$ cat config.mk
export PLATFORM = sky130hd
export DESIGN_NAME = resp_router
export DESIGN_NICKNAME = d
export VERILOG_FILES = /design/src/rtl/resp_router.sv
export SDC_FILE = /design/constraint.sdc
export NUM_CORES = 1
export LEC_CHECK = 0
export BUFFER_PORTS_ARGS = -buffer_cell sky130_fd_sc_hd__buf_2
export CAP_MARGIN = 40
export CORE_UTILIZATION = 50
export DETAILED_ROUTE_END_ITERATION = 6
export PLACE_DENSITY_LB_ADDON = 0.08
export SLEW_MARGIN = 10
export SYNTH_ARGS = -nofsm -noshare
export SYNTH_HDL_FRONTEND = slang
export SYNTH_SLANG_ARGS = --single-unit
$ cat constraint.sdc
create_clock -name clk -period 6.2 [get_ports clk]
set_input_delay 0.62 -clock clk [delete_from_list [all_inputs] [get_ports clk]]
set_output_delay 0.62 -clock clk [all_outputs]
set_load 0.03 [all_outputs]
$ cat src/rtl/resp_router.sv
// resp_router: tracks outstanding bus reads and which cache issued each one,
// then steers every response beat back to that cache and returns the cache's
// per-beat acknowledge to the bus. Unmatched beats are acked and dropped.
module resp_router #(
  parameter int BUS_DATA_WIDTH = 64,
  parameter int BUS_TAG_WIDTH  = 13,
  parameter int DEPTH          = 4,
  parameter int BEATS          = 8
) (
  input  logic                      clk,
  input  logic                      reset,
  input  logic                      bus_reqcyc,
  input  logic [BUS_TAG_WIDTH-1:0]  bus_reqtag,
  input  logic                      bus_reqack,
  input  logic                      req_owner,
  input  logic                      bus_respcyc,
  input  logic [BUS_DATA_WIDTH-1:0] bus_resp,
  input  logic [BUS_TAG_WIDTH-1:0]  bus_resptag,
  output logic                      bus_respack,
  output logic                      ic_respcyc,
  output logic                      dc_respcyc,
  output logic [BUS_DATA_WIDTH-1:0] ic_resp,
  output logic [BUS_DATA_WIDTH-1:0] dc_resp,
  output logic [BUS_TAG_WIDTH-1:0]  ic_resptag,
  output logic [BUS_TAG_WIDTH-1:0]  dc_resptag,
  input  logic                      ic_respack,
  input  logic                      dc_respack,
  output logic                      table_full,
  output logic                      err_unmatched,
  output logic                      err_overflow
);

  localparam int CNT_W = $clog2(BEATS + 1);
  localparam logic [CNT_W-1:0] LAST_BEAT = CNT_W'(BEATS - 1);

  // Transaction table: owner 0 = I-cache, 1 = D-cache.
  logic [DEPTH-1:0]         valid_q, valid_d;
  logic [DEPTH-1:0]         owner_q, owner_d;
  logic [BUS_TAG_WIDTH-1:0] tag_q [DEPTH];
  logic [BUS_TAG_WIDTH-1:0] tag_d [DEPTH];
  logic [CNT_W-1:0]         cnt_q [DEPTH];
  logic [CNT_W-1:0]         cnt_d [DEPTH];
  logic                     err_unmatched_q, err_unmatched_d;
  logic                     err_overflow_q, err_overflow_d;

  logic [DEPTH-1:0] alloc_oh;
  logic [DEPTH-1:0] hit_oh;
  logic             hit;
  logic             hit_owner;
  logic             rd_accept;
  logic             beat_xfer;

  assign table_full    = &valid_q;
  assign err_unmatched = err_unmatched_q;
  assign err_overflow  = err_overflow_q;

  // Writes carry the tag MSB and never produce a response, so they are ignored.
  assign rd_accept = bus_reqcyc && bus_reqack && !bus_reqtag[BUS_TAG_WIDTH-1];
  assign hit       = |hit_oh;
  assign hit_owner = |(hit_oh & owner_q);
  assign beat_xfer = bus_respcyc && bus_respack && hit;

  // Priority pick: lowest free slot for allocation, lowest matching slot for lookup.
  always_comb begin
    alloc_oh = '0;
    hit_oh   = '0;
    for (int i = 0; i < DEPTH; i++) begin
      if (!valid_q[i] && (alloc_oh == '0)) alloc_oh[i] = 1'b1;
      if (valid_q[i] && (tag_q[i] == bus_resptag) && (hit_oh == '0)) hit_oh[i] = 1'b1;
    end
  end

  // Zero-latency steering; a miss is acked so the bus can drop the beat.
  always_comb begin
    bus_respack = 1'b0;
    ic_respcyc  = 1'b0;
    dc_respcyc  = 1'b0;
    ic_resp     = '0;
    dc_resp     = '0;
    ic_resptag  = '0;
    dc_resptag  = '0;
    if (hit) begin
      if (!hit_owner) begin
        ic_respcyc  = bus_respcyc;
        ic_resp     = bus_resp;
        ic_resptag  = bus_resptag;
        bus_respack = ic_respack;
      end else begin
        dc_respcyc  = bus_respcyc;
        dc_resp     = bus_resp;
        dc_resptag  = bus_resptag;
        bus_respack = dc_respack;
      end
    end else begin
      bus_respack = bus_respcyc;
    end
  end

  // Table next state: count/free on acked hits, allocate new reads into a free slot.
  // Free and allocate may coincide; they always target different entries.
  always_comb begin
    valid_d = valid_q;
    owner_d = owner_q;
    tag_d   = tag_q;
    cnt_d   = cnt_q;
    for (int i = 0; i < DEPTH; i++) begin
      if (beat_xfer && hit_oh[i]) begin
        if (cnt_q[i] == LAST_BEAT) begin
          valid_d[i] = 1'b0;
          cnt_d[i]   = '0;
        end else begin
          cnt_d[i] = cnt_q[i] + CNT_W'(1);
        end
      end
      if (rd_accept && !table_full && alloc_oh[i]) begin
        valid_d[i] = 1'b1;
        owner_d[i] = req_owner;
        tag_d[i]   = bus_reqtag;
        cnt_d[i]   = '0;
      end
    end
    err_unmatched_d = err_unmatched_q | (bus_respcyc && !hit);
    err_overflow_d  = err_overflow_q  | (rd_accept && table_full);
  end

  // State registers; reset discards every outstanding transaction.
  always_ff @(posedge clk) begin
    if (reset) begin
      valid_q         <= '0;
      owner_q         <= '0;
      err_unmatched_q <= 1'b0;
      err_overflow_q  <= 1'b0;
      for (int i = 0; i < DEPTH; i++) begin
        tag_q[i] <= '0;
        cnt_q[i] <= '0;
      end
    end else begin
      valid_q         <= valid_d;
      owner_q         <= owner_d;
      err_unmatched_q <= err_unmatched_d;
      err_overflow_q  <= err_overflow_d;
      for (int i = 0; i < DEPTH; i++) begin
        tag_q[i] <= tag_d[i];
        cnt_q[i] <= cnt_d[i];
      end
    end
  end

endmodule

# Yosys cells after proc, flatten, opt, wreduce, memory -nomap -nowiden
# Cells that the tools add are included.
# totals
regBits	78
in_bits	98
word_cells	126
# classes
n_reduce_logical	54
mux	38
addsub	4
eq_ne	8
bitwise	4
# op_table
op	n
$mux W64	4
$eq A13 B13 Y1	4
$mux W13	4
$mux W1	26
$logic_and A1 B1 Y1	25
$add A4 B1 Y4 const B	4
$eq A4 B3 Y1 const B	4
$mux W4	4
$reduce_bool A2 Y1	8
$reduce_and A2 Y1	4
$reduce_or A2 Y1	4
$reduce_or A4 Y1	2
$logic_not A1 Y1	6
$logic_not A3 Y1	2
$and A4 B4 Y4	1
$logic_not A2 Y1	2
$reduce_and A4 Y1	1
$or A1 B1 Y1	2
$not A1 Y1	1

# Longest topological paths before layout
# Gate-level depths: netlist of run 1.
# depth
ltp_word	21
mapped_depth	11

# Least setup slack after synthesis of run 1
# OpenSTA, ideal clock, no wires.
# synth_timing
kind	in2out
start	in bus_resptag[10]
end	out dc_resp[54]
t_required_ns	5.580
t_arrival_ns	2.879
setup_slack_ns	2.701
n_path_buf	3
cell_stages	10
cell_sequence	buf_2 > xnor2_1 > nand4_1 > or4_4 > mux2i_4 > a211oi_2 > nor2_4 > buf_4 > buf_4 > nor2_1
# synth_via
elab_chain_cells	16
word_cells_on_any_way	23
classes_between	4 x eq/ne; 6 x mux; 2 x bitwise; 11 x reduce/logical
# synth_lines
element	line	text
start: declaration	18	input logic [BUS_TAG_WIDTH-1:0] bus_resptag,
$eq A13 B13 Y1	69	if (valid_q[i] && (tag_q[i] == bus_resptag) && (hit_oh == '0)) hit_oh[i] = 1'b1;
$logic_and A1 B1 Y1	69	
$mux W1	69	
$not A1 Y1	69	
$logic_and A1 B1 Y1	69	
$mux W1	69	
$logic_not A2 Y1	69	
$logic_and A1 B1 Y1	69	
$mux W1	69	
$logic_not A3 Y1	69	
$logic_and A1 B1 Y1	69	
$mux W1	69	
$and A4 B4 Y4	60	assign hit_owner = |(hit_oh & owner_q);
$reduce_or A4 Y1	60	
$mux W64	83	if (!hit_owner) begin
$mux W64 *	82	if (hit) begin
end: declaration	23	output logic [BUS_DATA_WIDTH-1:0] dc_resp,
# Mark *: on every way between the ends. The rest lies on a longest branch, timed or not.

# Worst setup path after layout of run 1
# layout_timing
start	in bus_resptag[2]
end	out dc_resptag[12]
# layout_via
elab_chain_cells	16
word_cells_on_any_way	23
classes_between	4 x eq/ne; 6 x mux; 2 x bitwise; 11 x reduce/logical
# layout_lines
element	line	text
$eq A13 B13 Y1	69	
$logic_and A1 B1 Y1	69	
$mux W1	69	
$not A1 Y1	69	
$logic_and A1 B1 Y1	69	
$mux W1	69	
$logic_not A2 Y1	69	
$logic_and A1 B1 Y1	69	
$mux W1	69	
$logic_not A3 Y1	69	
$logic_and A1 B1 Y1	69	
$mux W1	69	
$and A4 B4 Y4	60	
$reduce_or A4 Y1	60	
$mux W13	83	
$mux W13 *	82	
end: declaration	25	output logic [BUS_TAG_WIDTH-1:0] dc_resptag,
# Marked as above.

==> results of run 1 <==
layout make-up:
| class | count | area share |
|---|---|---|
| Antenna cell | 1 | 0.000396 |
| Timing Repair Buffer | 267 | 0.217 |
| Sequential cell | 78 | 0.247 |
| Inverter | 8 | 0.00475 |
| Multi-Input combinational cell | 573 | 0.477 |
| Clock buffer | 9 | 0.0196 |
| Tap cell | 129 | 0.0255 |
| Clock inverter | 7 | 0.00871 |
cells by family after synthesis:
logic type / share of synthesized area
flops: 0.318
fa+ha+maj: 0.0102
simple gates: 0.382
xor+xnor: 0.101
buf+inv: 0.0728
compound gates: 0.0939
mux: 0.0224
sequential cells by signal, summed over array words and instances, names as in the netlist:
register       count
cnt_q             16
owner_q            4
tag_q             52
err_unmatched      1
valid_q            4
err_overflow       1
cell usage in the layout, fill, tap and decap left out, drive strengths merged, types with 2 or more instances in the layout:
master    count
xnor2        52
or4           9
o31ai         4
or3           4
clkinv        2
o21ai         5
buf         267
dfxtp        78
mux2i         6
nor4          2
a211oi        4
a31oi         3
clkinvlp      2
mux2          3
and3         15
nand2b        4
xor2          2
or3b          3
nand4        17
inv          11
nand3         6
clkbuf        9
ha            4
nor3         10
nor2        148
nand2       186
nor3b         3
a21oi        63
and2         15
power groups by stage:
stage	sequential, mW	clock, mW	combinational [mW]
6_report	0.509	0.360	0.104
5_1_grt	0.509	0.378	0.111
4_1_cts	0.509	0.356	0.102
3_5_place_dp	0.520	0	0.102
3_3_place_gp	0.520	0	0.100
2_1_floorplan	0.520	0	0.0557
cells in the mapped netlist (4+ instances only):
cell type | number | area (sq um)
a21oi_1 | 63 | 315
nand3_1 | 6 | 30.0
mux2i_1 | 5 | 50.1
dfxtp_1 | 78 | 1560
and2_1 | 13 | 81.3
buf_2 | 22 | 110
or3_1 | 4 | 25.0
and3_1 | 14 | 87.6
xnor2_1 | 49 | 429
nand4_1 | 17 | 106
inv_1 | 8 | 30.0
nand2b_1 | 4 | 25.0
clkbuf_1 | 22 | 82.6
or4_1 | 6 | 45.0
buf_6 | 10 | 113
ha_1 | 4 | 50.1
nand2_1 | 185 | 694
nor2_1 | 147 | 552
nor3_1 | 8 | 40.0
o31ai_1 | 4 | 30.0
how the worst max path moves through the flow:
stage / to / depth (start not counted) / startpoint / slack (ps)
after detailed placement: dc_resptag[12] / 10 / bus_resptag[1] / 1890
after floorplan: dc_resp[54] / 10 / bus_resptag[10] / 2700
final: dc_resptag[12] / 10 / bus_resptag[2] / 1910
after global placement: dc_resptag[3] / 10 / bus_resptag[1] / 1900
after global routing: dc_resptag[12] / 10 / bus_resptag[1] / 1740
after CTS: dc_resptag[12] / 10 / bus_resptag[1] / 1890
worst register-to-register path, cell delays in order (launching register included):
cell	delay, ps
dfxtp_1	340
xnor2_1	160
nand4_1	130
or4_4	600
mux2i_4	270
mux2_4	410
or4_1	520
a21oi_1	140
per-layer routing:
metal,track usage,share of wire
met1,0.471,0.40
met2,0.572,0.48
met3,0.0676,0.096
met4,0.129,0.023
met5,0,0
per-stage QoR:
step | cell area [sq um] | hold WS (ps) | instances | utilization | power [mW]
after floorplan | 4920 | 421 | 716 | - | 0.576
after global placement | 6110 | 431 | 1052 | 0.652 | 0.621
after detailed placement | 6140 | 437 | 1055 | 0.655 | 0.622
after CTS | 6320 | 449 | 1071 | 0.674 | 0.967
after global routing | 6320 | 471 | 1072 | 0.675 | 0.998
final | 6320 | 450 | 1072 | 0.675 | 0.973
==> flow_summary.toml, run 1 <==
[status]
status = "finished, final reports clean"

[worst_setup_path]
cpMostUsedCell = "buf_2"
slowest_stage = "or4_4"
critPathTopFamily = "simple AND/OR/NAND/NOR gates"
max_stage_delay_ps = 580
crit_chain = "buf_2 > xnor2_1 > nand4_1 > or4_4 > mux2i_4 > a211o_2 > nand2_2 > buf_4 > and2_1 > buf_2"
worst-path-max-fanout = 40
rrSetupSlack_ps = 3550
r2r_end = "cnt_q[4]$_SDFFE_PP0P_"
cp-start-kind = "input port"
reg2reg_depth = 7
arrival_ps = 3670
end_kind = "primary output"
required_ps = 5580
critPathBufInv = 3
r2r_start = "tag_q[23]$_SDFFE_PP0P_"
crit_type = "input port to primary output"

[routing]
avgViaCountPerCell = 5.36
wl_per_cell_um = 17.4
ant_nets = 0
drt_wl_total_mm = 18.6
via_count = 5747
post-route-drc-count = 0
drt-pass1-iter-count = 6
first_iter_violations = 532

[yosys]
async_flop_share = 0
yosysUniqueCellTypes = 46
ys.flop_type = "dfxtp_1"
ys_seq_area_frac = 0.318
synth_warnings = 0
synth_edf_count = 0
syn-num-nets = 818
synthCells = 716
avgSynthCellArea_sq_um = 6.87
ys_ff_latch = 78
synth_area_sq_um = 4920

[global_routing]
grtUsageTotal = 0.354
antenna_found_initial = 1
grt_max_degree = 71
grt_pass1_wl_mm = 27.0
grt_overflow_total = 0
grt_pass1_vias = 5004

[sta]
fin_ws_ps = 1910
slew_headroom = 0.452
setup_tns_ps = 0
fin_skew_ps = 13.6
worstMarginPinSlew_ps = 815
rsz0062_at_grt = "no"
finalHoldViolations = 0
finalMaxSlewViolations = 0
timing.final.crit_share = 0.692
fmax_ghz = 0.233
setup_violations = 0
fin_crit_ps = 4290

[clock_network]
cts_buffer_depth = 2
clockRootBuffer = "clkbuf_8"
cts-resized-gates = 0
clock_latency_ps = 370
cts_buffers = 9
path_clk_slew_ps = 80
htreeDepth = 3
clock-sinks = 78
post_cts_buffers = 0
holdBufCountCts = 0
cts_tree = "built"

[pwr]
p_int_mw = 0.698
seq_power_share = 0.523
p_sw_frac = 0.283
irDropWorstVdd_mv = 0.180
leakagePower_nw = 2.94
powerDensity_nw_per_um2 = 154
power_frac_comb = 0.107
p_sw_mw = 0.275
pwr-share-clk = 0.370

[floorplanning]
dieArea_sq_um = 10200
row_count = 35
start_util = 0.525
die_x_um = 101
num_io_pins = 258
die_h_um = 101
fp.coreArea_sq_um = 9370

[hold_path]
hold_path_class = "flop to flop"
hold_start = "tag_q[12]$_SDFFE_PP0P_"
min_to = "tag_q[12]$_SDFFE_PP0P_"
min_path_cells = 2

[placed_design]
place_congestion = 1.05
port_buffers = 257
hpwl_mm = 14.7
dp_slack_ps = 1890

[final_layout]
nFillCells = 888
syn_to_final_growth_pct = 28.6
multi_input_comb_area_sq_um = 3020
drive_gt1_frac = 0.331
nets = 1039
area.sequential_sq_um = 1560

[run]
max_cap_violations = 0
Note: power is estimated with default switching activity, not from simulation.
==> run 2, diff against run 1 <==
--- a/config.mk
+++ b/config.mk
@@ -7,7 +7,7 @@
 export LEC_CHECK = 0
 export BUFFER_PORTS_ARGS = -buffer_cell sky130_fd_sc_hd__buf_2
 export CAP_MARGIN = 40
-export CORE_UTILIZATION = 50
+export CORE_UTILIZATION = 46
 export DETAILED_ROUTE_END_ITERATION = 6
 export PLACE_DENSITY_LB_ADDON = 0.08
 export SLEW_MARGIN = 10
==> constraint.sdc (replaced) <==
create_clock -name clk -period 4.34 [get_ports clk]
set_input_delay 0.434 -clock clk [delete_from_list [all_inputs] [get_ports clk]]
set_output_delay 0.434 -clock clk [all_outputs]
set_load 0.03 [all_outputs]
==> run 2 against run 1 <==
  * Utilization down 5.4 points
  * Design area grew 1.4%
  * Largest power group unchanged
  * Highest routed layer is now met5
  * Clock skew fell by 5.1 ps
  * Critical endpoint is now dc_resptag[9]
  * Clock-buffer cell count increased by 1
==> flow_summary.toml, run 2 (same netlist as run 1, synthesis figures left out) <==
[status]
status = "finished, final reports clean"

[global_routing]
grtUsageTotal = 0.327
antenna_found_initial = 1
grt_pass1_wl_mm = 28.2
grt_pass1_vias = 5145
grt_max_degree = 55
grt_overflow_total = 0

[sta]
rsz0062_at_grt = "no"
setup_violations = 0
setup_tns_ps = 0
fin_crit_ps = 3690
fmax_ghz = 0.271
finalMaxSlewViolations = 0
worstMarginPinSlew_ps = 705
finalHoldViolations = 0
timing.final.crit_share = 0.850
slew_headroom = 0.530
fin_skew_ps = 8.53

[worst_setup_path]
required_ps = 3910
end_kind = "primary output"
rrSetupSlack_ps = 1690
worst-path-max-fanout = 35
cp-start-kind = "flop"
arrival_ps = 3260
crit_type = "flop to primary output"

[final_layout]
largest_register_ffs = 52
antenna_cells = 0
layout_commonest_cell = "buf_2"
drive_gt1_frac = 0.332
layout_common_cells = "buf_2 (257), nand2_1 (184), nor2_1 (147), dfxtp_1 (78), a21oi_1 (63)"
fin_util = 0.621
nFillCells = 981
nets = 1042
syn_to_final_growth_pct = 30.4
reg.largest.list = "tag_q (52), cnt_q (16)"
area.sequential_sq_um = 1560
final_area_sq_um = 6410
multi_input_comb_area_sq_um = 3020
largest-register = "tag_q"

[clock_network]
path_clk_slew_ps = 80
clockRootBuffer = "clkbuf_8"
cts_buffers = 9
cts_buffer_depth = 2
clock_latency_ps = 360
cts-resized-gates = 0
htreeDepth = 3
cts_tree = "built"
clock-sinks = 78
holdBufCountCts = 0
post_cts_buffers = 0

[pwr]
irDropWorstVdd_mv = 0.367
powerDensity_nw_per_um2 = 230
leakagePower_nw = 2.98

[floorplanning]
fp.coreArea_sq_um = 10300
row_count = 37
die_x_um = 105
start_util = 0.476
dieArea_sq_um = 11100
die_h_um = 105
num_io_pins = 258

[placed_design]
hpwl_mm = 14.3
place_area_sq_um = 6190
port_buffers = 257
place_congestion = 1.01

[routing]
ant_nets = 0
drt-pass1-iter-count = 6
drt_wl_total_mm = 18.4
avgViaCountPerCell = 5.29
via_count = 5715
post-route-drc-count = 0
first_iter_violations = 544
wl_per_cell_um = 17.0

[run]
max_cap_violations = 0

[hold_path]
hold_path_class = "input port to flop"
[run 2: cell count changes in the layout (fill, tap and decap cells not counted), sizes merged]
cell / change
inv: -2
bufinv: +2
buf: +3
clkinvlp: -1
diode: -1
clkbuf: +1
[run 2: critical path, cell delays in order, from the launching register on]
cell	delay [ps]
dfxtp_1	330
xnor2_1	210
nand4_1	150
or4_4	550
mux2i_4	240
a211o_2	340
nand2_2	290
buf_4	390
and2_2	200
buf_2	190
[run 2: cell type report]
cell class	count	area share
multi-input cells	573	0.470
flip-flops and latches	78	0.244
repair buffers	270	0.220
well taps	136	0.0265
clock buffers	10	0.0199
clock inverters	6	0.0146
inverters	8	0.00468
[run 2: through the flow]
step           power (mW)  setup slack, ps  std cells  hold slack (ps)
4_1_cts              1.48              662       1081              346
3_3_place_gp        0.883              836       1063              435
3_5_place_dp        0.886              776       1065              439
6_report             1.47              651       1081              345
5_1_grt              1.52              548       1081              351
2_1_floorplan       0.822             1210        716              421
[run 2: final timing paths]
| check | start | endpoint | cells after the start |
|---|---|---|---|
| setup / recovery | tag_q[25]$_SDFFE_PP0P_ | dc_resptag[9] | 9 |
| hold / removal | bus_reqtag[6] | tag_q[45]$_SDFFE_PP0P_ | 3 |
| setup reg to reg | tag_q[25]$_SDFFE_PP0P_ | cnt_q[4]$_SDFFE_PP0P_ | 7 |
| hold reg to reg | tag_q[12]$_SDFFE_PP0P_ | tag_q[12]$_SDFFE_PP0P_ | 2 |
[run 2: where the power goes]
group | switching [mW] | leakage (nW) | internal [mW]
sequential | 0.00607 | 0.629 | 0.721
clock | 0.275 | 0.107 | 0.328
combinational | 0.0825 | 2.24 | 0.0619
total | 0.364 | 2.98 | 1.11
[run 2: layer usage]
metal	track usage	vias up	wire length, um
met4	0.106	2	411
met3	0.0637	34	1310
met1	0.441	2662	8140
met2	0.524	246	8500
met5	0	-	18
li1	-	2771	-
